[config.mk]
export PLATFORM = sky130hd
export DESIGN_NAME = vc_arbiter_ctrl_flat
export DESIGN_NICKNAME = d
export VERILOG_FILES = /design/src/rtl/vc_arbiter_ctrl_if.sv /design/src/rtl/vc_arbiter_ctrl.sv /design/src/flat_wrapper.sv
export SDC_FILE = /design/constraint.sdc
export NUM_CORES = 1
export LEC_CHECK = 0
export ABC_CLOCK_PERIOD_IN_PS = 1700
export CAP_MARGIN = 0
export CORE_MARGIN = 4
export CORE_UTILIZATION = 25
export CTS_CLUSTER_SIZE = 40
export DETAILED_ROUTE_END_ITERATION = 8
export HOLD_SLACK_MARGIN = 0.15
export PLACE_DENSITY = 0.68
export REMOVE_ABC_BUFFERS = 1
export SLEW_MARGIN = 25
export SYNTH_ARGS = -nofsm -noshare
export SYNTH_HDL_FRONTEND = slang
export SYNTH_SLANG_ARGS = --single-unit
[constraint.sdc]
create_clock -name clk -period 1.7 [get_ports clk]
set_input_delay 0.255 -clock clk [delete_from_list [all_inputs] [get_ports clk]]
set_output_delay 0.255 -clock clk [all_outputs]
set_load 0.01 [all_outputs]
[src/rtl/vc_arbiter_ctrl_if.sv]
// Signal bundle between the VC arbiter controller and its FIFO environment.
// The master modport is the controller; the slave modport is the FIFO side.
interface vc_arbiter_ctrl_if #(
    parameter int unsigned DATA_SIZE = 6
);
    logic                 init;
    logic [3:0]           afVC_in;
    logic [3:0]           aeVC_in;
    logic                 fifo_empty_vc0;
    logic                 fifo_empty_vc1;
    logic [DATA_SIZE-1:0] data_vc0;
    logic [DATA_SIZE-1:0] data_vc1;
    logic                 fifo_pause_d0;
    logic                 fifo_pause_d1;
    logic [3:0]           afVC_o;
    logic [3:0]           aeVC_o;
    logic                 pop_vc0;
    logic                 pop_vc1;
    logic                 push_d0;
    logic                 push_d1;
    logic [DATA_SIZE-1:0] data_out;
    logic [1:0]           state;
    logic                 idle;

    modport master (
        input  init, afVC_in, aeVC_in, fifo_empty_vc0, fifo_empty_vc1,
        input  data_vc0, data_vc1, fifo_pause_d0, fifo_pause_d1,
        output afVC_o, aeVC_o, pop_vc0, pop_vc1, push_d0, push_d1,
        output data_out, state, idle
    );

    modport slave (
        output init, afVC_in, aeVC_in, fifo_empty_vc0, fifo_empty_vc1,
        output data_vc0, data_vc1, fifo_pause_d0, fifo_pause_d1,
        input  afVC_o, aeVC_o, pop_vc0, pop_vc1, push_d0, push_d1,
        input  data_out, state, idle
    );
endinterface

[src/rtl/vc_arbiter_ctrl.sv]
// VC arbiter controller: programs VC FIFO thresholds, round-robins pops
// between VC0/VC1 and routes each popped word to D0/D1 two cycles later.
module vc_arbiter_ctrl #(
    parameter int unsigned DATA_SIZE = 6,
    parameter int unsigned DEST_BIT  = 4
) (
    input logic                clk,
    input logic                reset_L,
    vc_arbiter_ctrl_if.master  bus
);

    typedef enum logic [1:0] {
        StReset  = 2'b00,
        StInit   = 2'b01,
        StIdle   = 2'b10,
        StActive = 2'b11
    } state_e;

    state_e               r_state;
    state_e               w_state_next;
    logic [3:0]           r_af;
    logic [3:0]           r_ae;
    logic                 r_push_d0;
    logic                 r_push_d1;
    logic [DATA_SIZE-1:0] r_data_out;
    // Round-robin pointer: 0 favours VC0, 1 favours VC1.
    logic                 r_rr;
    logic                 w_rr_next;
    // Stage 1: a pop was issued last cycle; its read data is valid now.
    logic                 r_s1_valid;
    logic                 r_s1_src;
    logic                 w_pop0;
    logic                 w_pop1;
    logic                 w_ne0;
    logic                 w_ne1;
    logic                 w_gate;
    logic [DATA_SIZE-1:0] w_word;

    assign w_ne0 = !bus.fifo_empty_vc0;
    assign w_ne1 = !bus.fifo_empty_vc1;
    // Destination is unknown until the word is read, so either pause blocks pops.
    assign w_gate = (r_state == StActive) && !bus.init &&
                    !bus.fifo_pause_d0 && !bus.fifo_pause_d1;
    assign w_word = r_s1_src ? bus.data_vc1 : bus.data_vc0;

    // State register.
    always_ff @(posedge clk or negedge reset_L) begin
        if (!reset_L) begin
            r_state <= StReset;
        end else begin
            r_state <= w_state_next;
        end
    end

    // Next-state logic.
    always_comb begin
        w_state_next = r_state;
        unique case (r_state)
            StReset: w_state_next = StInit;
            StInit: begin
                if (!bus.init) w_state_next = StIdle;
            end
            StIdle: begin
                if (bus.init)            w_state_next = StInit;
                else if (w_ne0 || w_ne1) w_state_next = StActive;
            end
            StActive: begin
                if (bus.init)                                   w_state_next = StInit;
                else if (!w_ne0 && !w_ne1 && !r_s1_valid)       w_state_next = StIdle;
            end
            default: w_state_next = StReset;
        endcase
    end

    // Round-robin pop selection; at most one pop per cycle.
    always_comb begin
        w_pop0    = 1'b0;
        w_pop1    = 1'b0;
        w_rr_next = r_rr;
        if (w_gate) begin
            if (w_ne0 && w_ne1) begin
                w_pop0    = !r_rr;
                w_pop1    = r_rr;
                w_rr_next = !r_rr;
            end else if (w_ne0) begin
                w_pop0    = 1'b1;
                w_rr_next = 1'b1;
            end else if (w_ne1) begin
                w_pop1    = 1'b1;
                w_rr_next = 1'b0;
            end
        end
    end

    // Threshold registers, loaded only while configuring.
    always_ff @(posedge clk or negedge reset_L) begin
        if (!reset_L) begin
            r_af <= 4'd0;
            r_ae <= 4'd0;
        end else if ((r_state == StInit) && bus.init) begin
            r_af <= bus.afVC_in;
            r_ae <= bus.aeVC_in;
        end
    end

    // Arbitration pointer and pop-to-read pipeline stage.
    always_ff @(posedge clk or negedge reset_L) begin
        if (!reset_L) begin
            r_rr       <= 1'b0;
            r_s1_valid <= 1'b0;
            r_s1_src   <= 1'b0;
        end else begin
            r_rr       <= w_rr_next;
            r_s1_valid <= w_pop0 || w_pop1;
            r_s1_src   <= w_pop1;
        end
    end

    // Route the read word to D0/D1 by its destination bit; data_out holds otherwise.
    always_ff @(posedge clk or negedge reset_L) begin
        if (!reset_L) begin
            r_push_d0  <= 1'b0;
            r_push_d1  <= 1'b0;
            r_data_out <= '0;
        end else if (r_s1_valid) begin
            r_push_d0  <= !w_word[DEST_BIT];
            r_push_d1  <= w_word[DEST_BIT];
            r_data_out <= w_word;
        end else begin
            r_push_d0  <= 1'b0;
            r_push_d1  <= 1'b0;
        end
    end

    assign bus.afVC_o   = r_af;
    assign bus.aeVC_o   = r_ae;
    assign bus.pop_vc0  = w_pop0;
    assign bus.pop_vc1  = w_pop1;
    assign bus.push_d0  = r_push_d0;
    assign bus.push_d1  = r_push_d1;
    assign bus.data_out = r_data_out;
    assign bus.state    = r_state;
    assign bus.idle     = (r_state == StIdle) && !w_ne0 && !w_ne1 && !r_s1_valid;

endmodule

[src/flat_wrapper.sv]
// flat-port wrapper written by rule: the top's interface ports become plain ports
module vc_arbiter_ctrl_flat 
#(
    parameter int unsigned DATA_SIZE = 6,
    parameter int unsigned DEST_BIT  = 4
)
  (clk, reset_L, bus_init, bus_afVC_in, bus_aeVC_in, bus_fifo_empty_vc0, bus_fifo_empty_vc1, bus_data_vc0, bus_data_vc1, bus_fifo_pause_d0, bus_fifo_pause_d1, bus_afVC_o, bus_aeVC_o, bus_pop_vc0, bus_pop_vc1, bus_push_d0, bus_push_d1, bus_data_out, bus_state, bus_idle);
  vc_arbiter_ctrl_if #(.DATA_SIZE(DATA_SIZE)) bus_i ();
  input logic clk;
  input logic reset_L;
  input wire logic [$bits(bus_i.init)-1:0] bus_init;
  input wire logic [$bits(bus_i.afVC_in)-1:0] bus_afVC_in;
  input wire logic [$bits(bus_i.aeVC_in)-1:0] bus_aeVC_in;
  input wire logic [$bits(bus_i.fifo_empty_vc0)-1:0] bus_fifo_empty_vc0;
  input wire logic [$bits(bus_i.fifo_empty_vc1)-1:0] bus_fifo_empty_vc1;
  input wire logic [$bits(bus_i.data_vc0)-1:0] bus_data_vc0;
  input wire logic [$bits(bus_i.data_vc1)-1:0] bus_data_vc1;
  input wire logic [$bits(bus_i.fifo_pause_d0)-1:0] bus_fifo_pause_d0;
  input wire logic [$bits(bus_i.fifo_pause_d1)-1:0] bus_fifo_pause_d1;
  output wire logic [$bits(bus_i.afVC_o)-1:0] bus_afVC_o;
  output wire logic [$bits(bus_i.aeVC_o)-1:0] bus_aeVC_o;
  output wire logic [$bits(bus_i.pop_vc0)-1:0] bus_pop_vc0;
  output wire logic [$bits(bus_i.pop_vc1)-1:0] bus_pop_vc1;
  output wire logic [$bits(bus_i.push_d0)-1:0] bus_push_d0;
  output wire logic [$bits(bus_i.push_d1)-1:0] bus_push_d1;
  output wire logic [$bits(bus_i.data_out)-1:0] bus_data_out;
  output wire logic [$bits(bus_i.state)-1:0] bus_state;
  output wire logic [$bits(bus_i.idle)-1:0] bus_idle;
  assign bus_i.init = bus_init;
  assign bus_i.afVC_in = bus_afVC_in;
  assign bus_i.aeVC_in = bus_aeVC_in;
  assign bus_i.fifo_empty_vc0 = bus_fifo_empty_vc0;
  assign bus_i.fifo_empty_vc1 = bus_fifo_empty_vc1;
  assign bus_i.data_vc0 = bus_data_vc0;
  assign bus_i.data_vc1 = bus_data_vc1;
  assign bus_i.fifo_pause_d0 = bus_fifo_pause_d0;
  assign bus_i.fifo_pause_d1 = bus_fifo_pause_d1;
  assign bus_afVC_o = bus_i.afVC_o;
  assign bus_aeVC_o = bus_i.aeVC_o;
  assign bus_pop_vc0 = bus_i.pop_vc0;
  assign bus_pop_vc1 = bus_i.pop_vc1;
  assign bus_push_d0 = bus_i.push_d0;
  assign bus_push_d1 = bus_i.push_d1;
  assign bus_data_out = bus_i.data_out;
  assign bus_state = bus_i.state;
  assign bus_idle = bus_i.idle;
  vc_arbiter_ctrl #(.DATA_SIZE(DATA_SIZE), .DEST_BIT(DEST_BIT)) u_core (.clk(clk), .reset_L(reset_L), .bus(bus_i));
endmodule
After elaboration in Yosys (flattened, before gate mapping). Index checks and enable logic that the tools add are counted. W data, S select, Z words.

Equal/unequal tests: 7. Mux-type cells: 19. Reduce and logical (&&, ||, !) cells: 23.

Operators by type and width (count): $mux W1 (12); $logic_and A1 B1 Y1 (10); $mux W2 (5); $logic_not A1 Y1 (8); $pmux W2 S4 (1); $mux W6 (1); $ne A3 B2 Y1 const B (2); $eq A2 B2 Y1 const B (2); $ne A3 B3 Y1 const B (1); $reduce_and A3 Y1 (1); $eq A2 B1 Y1 const B (1); $logic_not A2 Y1 (1); $logic_or A1 B1 Y1 (2); $ne A2 B2 Y1 const B (1); $reduce_and A2 Y1 (1).

Register bits after elaboration: 21. Bits of input ports: 27. Output and inout bits: 21. Logic and storage cells: 58.

Longest topological paths before layout.
Depth in word-level cells: 6. Gate-level depth with buffers: 4. Gate-level depth less buffers: 3.

Worst setup path before layout. Ideal clock, no wire load.

Kind: flip-flop to output port. Start: register u_core.r_state[0] (netlist: u_core.bus.state[0]). End: output port bus_pop_vc1. Data arrival time: 1.307 ns. Data required time: 1.445 ns. Setup slack: 0.138 ns. Stages on the path, launching flop included: 4. Path buffers: 0. Path through: dfrtp_1 > nand2_1 > or4_4 > nor3_1.

Cells in the longest elaborated chain, start to end: 5.

RTL lines: start, declared (RTL line vc_arbiter_ctrl.sv:19) `state_e r_state;`; start signal, assigned (RTL line vc_arbiter_ctrl.sv:49) `r_state <= StReset;`; start signal, assigned (RTL line vc_arbiter_ctrl.sv:51) `r_state <= w_state_next;`; $eq A2 B2 Y1 (RTL line vc_arbiter_ctrl.sv:42) `assign w_gate = (r_state == StActive) && !bus.init &&`; $logic_and A1 B1 Y1 (2 in series) (RTL line vc_arbiter_ctrl.sv:42); $logic_and A1 B1 Y1 (RTL line vc_arbiter_ctrl.sv:43) `!bus.fifo_pause_d0 && !bus.fifo_pause_d1;`; $mux W1 (RTL line vc_arbiter_ctrl.sv:80) `if (w_gate) begin`; end, declared (RTL line flat_wrapper.sv:23) `output wire logic [$bits(bus_i.pop_vc1)-1:0] bus_pop_vc1;`.

Every way passes these cells.

Final worst setup path.
Start: register u_core.r_state[1] (netlist: u_core.bus.state[1]). End: output port bus_pop_vc1.

The elaborated chain is that of the path after synthesis.

==> impl_metrics.json <==
{
  "grt_overflow": 0,
  "first_global_vias": 834,
  "worstHoldPathType": "input port to async pin",
  "synthCells": 69,
  "wirelength_mm": 2.21,
  "worstSetupPathType": "register to output port",
  "clock_skew_ns": 0.00493,
  "seq_area_um2": 526,
  "diodes": 0,
  "numCtsBuffers": 3,
  "syn_avg_cell_area_um2": 12.3,
  "multiInputGateArea_um2": 349,
  "clock-sinks": 21,
  "core_mm2": 0.00315,
  "wl_per_cell_um": 12.5,
  "clk_pin_slew_ns": 0.11,
  "drv_cap": 0,
  "drive_above_1_share_pct": 27.1,
  "dr.pass1.iters": 4,
  "clkPwrFrac_pct": 17.5,
  "final_hold_viol_count": 0,
  "finalWeightedCongestion": 0.689,
  "antenna_found_initial": 0,
  "htree_levels": 1,
  "dp_hpwl_mm": 1.73,
  "setup_violations": 2,
  "clock_path_buffers": 2,
  "io_buffers": 47,
  "maxSlewHeadroom_pct": 73.8,
  "synthDominantCellAreaShare_pct": 62.0,
  "cts_root_buf": "clkbuf_4",
  "violations": "setup timing",
  "max_freq_mhz": 569,
  "synthTopCellsByCount": "dfrtp_1 (21), nor2_1 (10), mux2_2 (8)",
  "power.density_mw_per_mm2": 859,
  "fillers": 330,
  "final_area_mm2": 0.00153,
  "pwr-share-comb_pct": 33.7,
  "fin_nets": 161,
  "ys_seq_elements": 21,
  "final_util_pct": 48.5,
  "synth_area_leaders": "dfrtp_1 (62%), mux2_2 (11%), mux2i_1 (7.1%)",
  "tightest_slew_ns": 0.392,
  "vias": 762,
  "ys_warn_count": 0,
  "grt_setup_unrepaired": "true",
  "p_int_mw": 0.959,
  "slowest_stage": "or4_4",
  "setup_tns_ns": -0.105,
  "maxSlewViolCount": 0,
  "power_switching_mw": 0.356,
  "drcViolationCount": 0,
  "cts_tree": "yes",
  "cp.required_ns": 1.44,
  "critPathTopFamily": "simple AND/OR/NAND/NOR gates",
  "arrival_ns": 1.50,
  "dpl_cell_area_mm2": 0.00142,
  "final_antenna_net_count": 0,
  "netlist_area_um2": 847,
  "synth_most_common_cell": "dfrtp_1",
  "cp-end-kind": "output port",
  "pwr-share-seq_pct": 48.8,
  "cp_num_buf_inv": 1,
  "cts_hold_buf": 0,
  "die_h_um": 66.2,
  "grt_pass1_wl_mm": 3.53,
  "clk_latency_ns": 0.29,
  "syn2layout_area_growth_pct": 80.7,
  "cp-start-kind": "register",
  "grt_util_all_layers_pct": 10.4,
  "yosys.area.top_type": "dfrtp_1",
  "dieArea_mm2": 0.00438,
  "status": "finished with violations",
  "ios": 48,
  "routed_via_density": 4.31,
  "initial_core_util_pct": 26.9,
  "min_period_over_period_pct": 103,
  "critPathMaxStageDelay_ns": 0.47,
  "async_flop_share_pct": 100,
  "worst_slack_ns": -0.0570,
  "synth_cell_types": 19,
  "drtIter0Drc": 16,
  "synth_edf_count": 0,
  "layout_min_cycle_time_ns": 1.76,
  "leakage_nw": 0.656,
  "row_count": 20,
  "peakVddDrop_uv": 329,
  "ys_seq_area_share_pct": 62.0,
  "grt_max_degree": 22,
  "switching_share_pct": 27.1,
  "worstPathCellList": "nand2_2 > or4_4 > nor3_4 > buf_2",
  "dieWidth_um": 66.2,
  "cp_max_fo": 3,
  "ys.flop_type": "dfrtp_1"
}
[area by class of cell]
| type | count | share of cell area, % |
|---|---|---|
| sequential | 21 | 34.3 |
| clock buffer | 4 | 1.72 |
| multi-input combinational | 45 | 22.8 |
| tap | 44 | 3.60 |
| inverter | 1 | 0.245 |
| timing repair buffer | 62 | 37.3 |
[per-stage QoR]
step / hold slack (ns) / cells / setup WS [ns] / power, mW
after floorplan: -0.0406 / 67 / 0.138 / 0.796
after global placement: 0.481 / 166 / -0.595 / 1.07
after detailed placement: 0.492 / 166 / -0.686 / 1.08
after CTS: 0.312 / 177 / -0.0607 / 1.33
after global routing: 0.314 / 177 / -0.139 / 1.40
final: 0.301 / 177 / -0.0570 / 1.31
[sequential cells by signal (all words and copies together) (netlist names)]
name                 cells
u_core.bus.aeVC_o        4
u_core.bus.afVC_o        4
u_core.bus.data_out      6
u_core.bus.push_d0       1
u_core.bus.push_d1       1
u_core.bus.state         2
u_core.r_rr              1
u_core.r_s1_src          1
u_core.r_s1_valid        1
[layer usage]
layer	GRT usage, %	share of wire [%]	up-vias	wire (um)
li1	-	-	372	-
met1	10.9	37	367	812
met2	20.1	57	21	1250
met3	1.36	5.2	2	115
met4	4.57	1.1	0	24
met5	0	0	-	0
[worst reg2reg max path: cells and delay by family (launching register included)]
family | cells | cell delay [ns]
AND/OR/NAND/NOR | 3 | 0.68
flip-flops | 1 | 0.37
buffers and inverters | 5 | 0.47
[power groups by stage]
stage | registers (mW) | logic [mW] | clock network, mW
final | 0.642 | 0.443 | 0.230
after global routing | 0.656 | 0.481 | 0.258
after CTS | 0.644 | 0.442 | 0.240
after detailed placement | 0.654 | 0.431 | 0
after global placement | 0.648 | 0.421 | 0
after floorplan | 0.693 | 0.103 | 0
[timing repair]
item                       in CTS  in global routing
setup buffers                   7                  1
setup endpoints to repair       3                  4
pin swaps                       3                  1
resized for setup              20                  6
hold endpoints to repair        0                  0
[cells in the final DEF (no fill, tap or decap), types with 2 or more instances in the layout]
master and count:
dlygate4sd2_1 3, mux2i_1 6, clkbuf_4 3, a21oi_1 7, nor2_1 10, nor2b_1 2
mux2_2 8, clkdlybuf4s50_1 40, dfrtp_1 21, nor3_4 2, buf_4 14, buf_2 3
[cells by family (layout without fill, tap and decap cells)]
group | after synthesis | count (layout) | share of synthesized area, %
mux | 14 | 14 | 17.7
simple gates | 21 | 21 | 12.1
flops | 21 | 21 | 62.0
compound gates | 10 | 10 | 6.65
buf+inv | 3 | 67 | 1.48
[worst paths after layout]
check / from / end / slack (ns) / cells after the start
worst max-delay path: u_core.bus.state[1] / bus_pop_vc1 / -0.06 / 4
worst min-delay path: reset_L / u_core.bus.aeVC_o[0] / 0.30 / 2
worst max register to register: u_core.bus.state[1] / u_core.r_s1_src / 0.13 / 8
worst min register to register: u_core.bus.data_out[4] / u_core.bus.data_out[4] / 0.51 / 2
max in group asynchronous: reset_L / u_core.bus.push_d0 / 1.18 / 2
min in group clk: bus_init / u_core.bus.state[1] / 0.36 / 3
No activity file was read; power rests on OpenSTA's default activity.
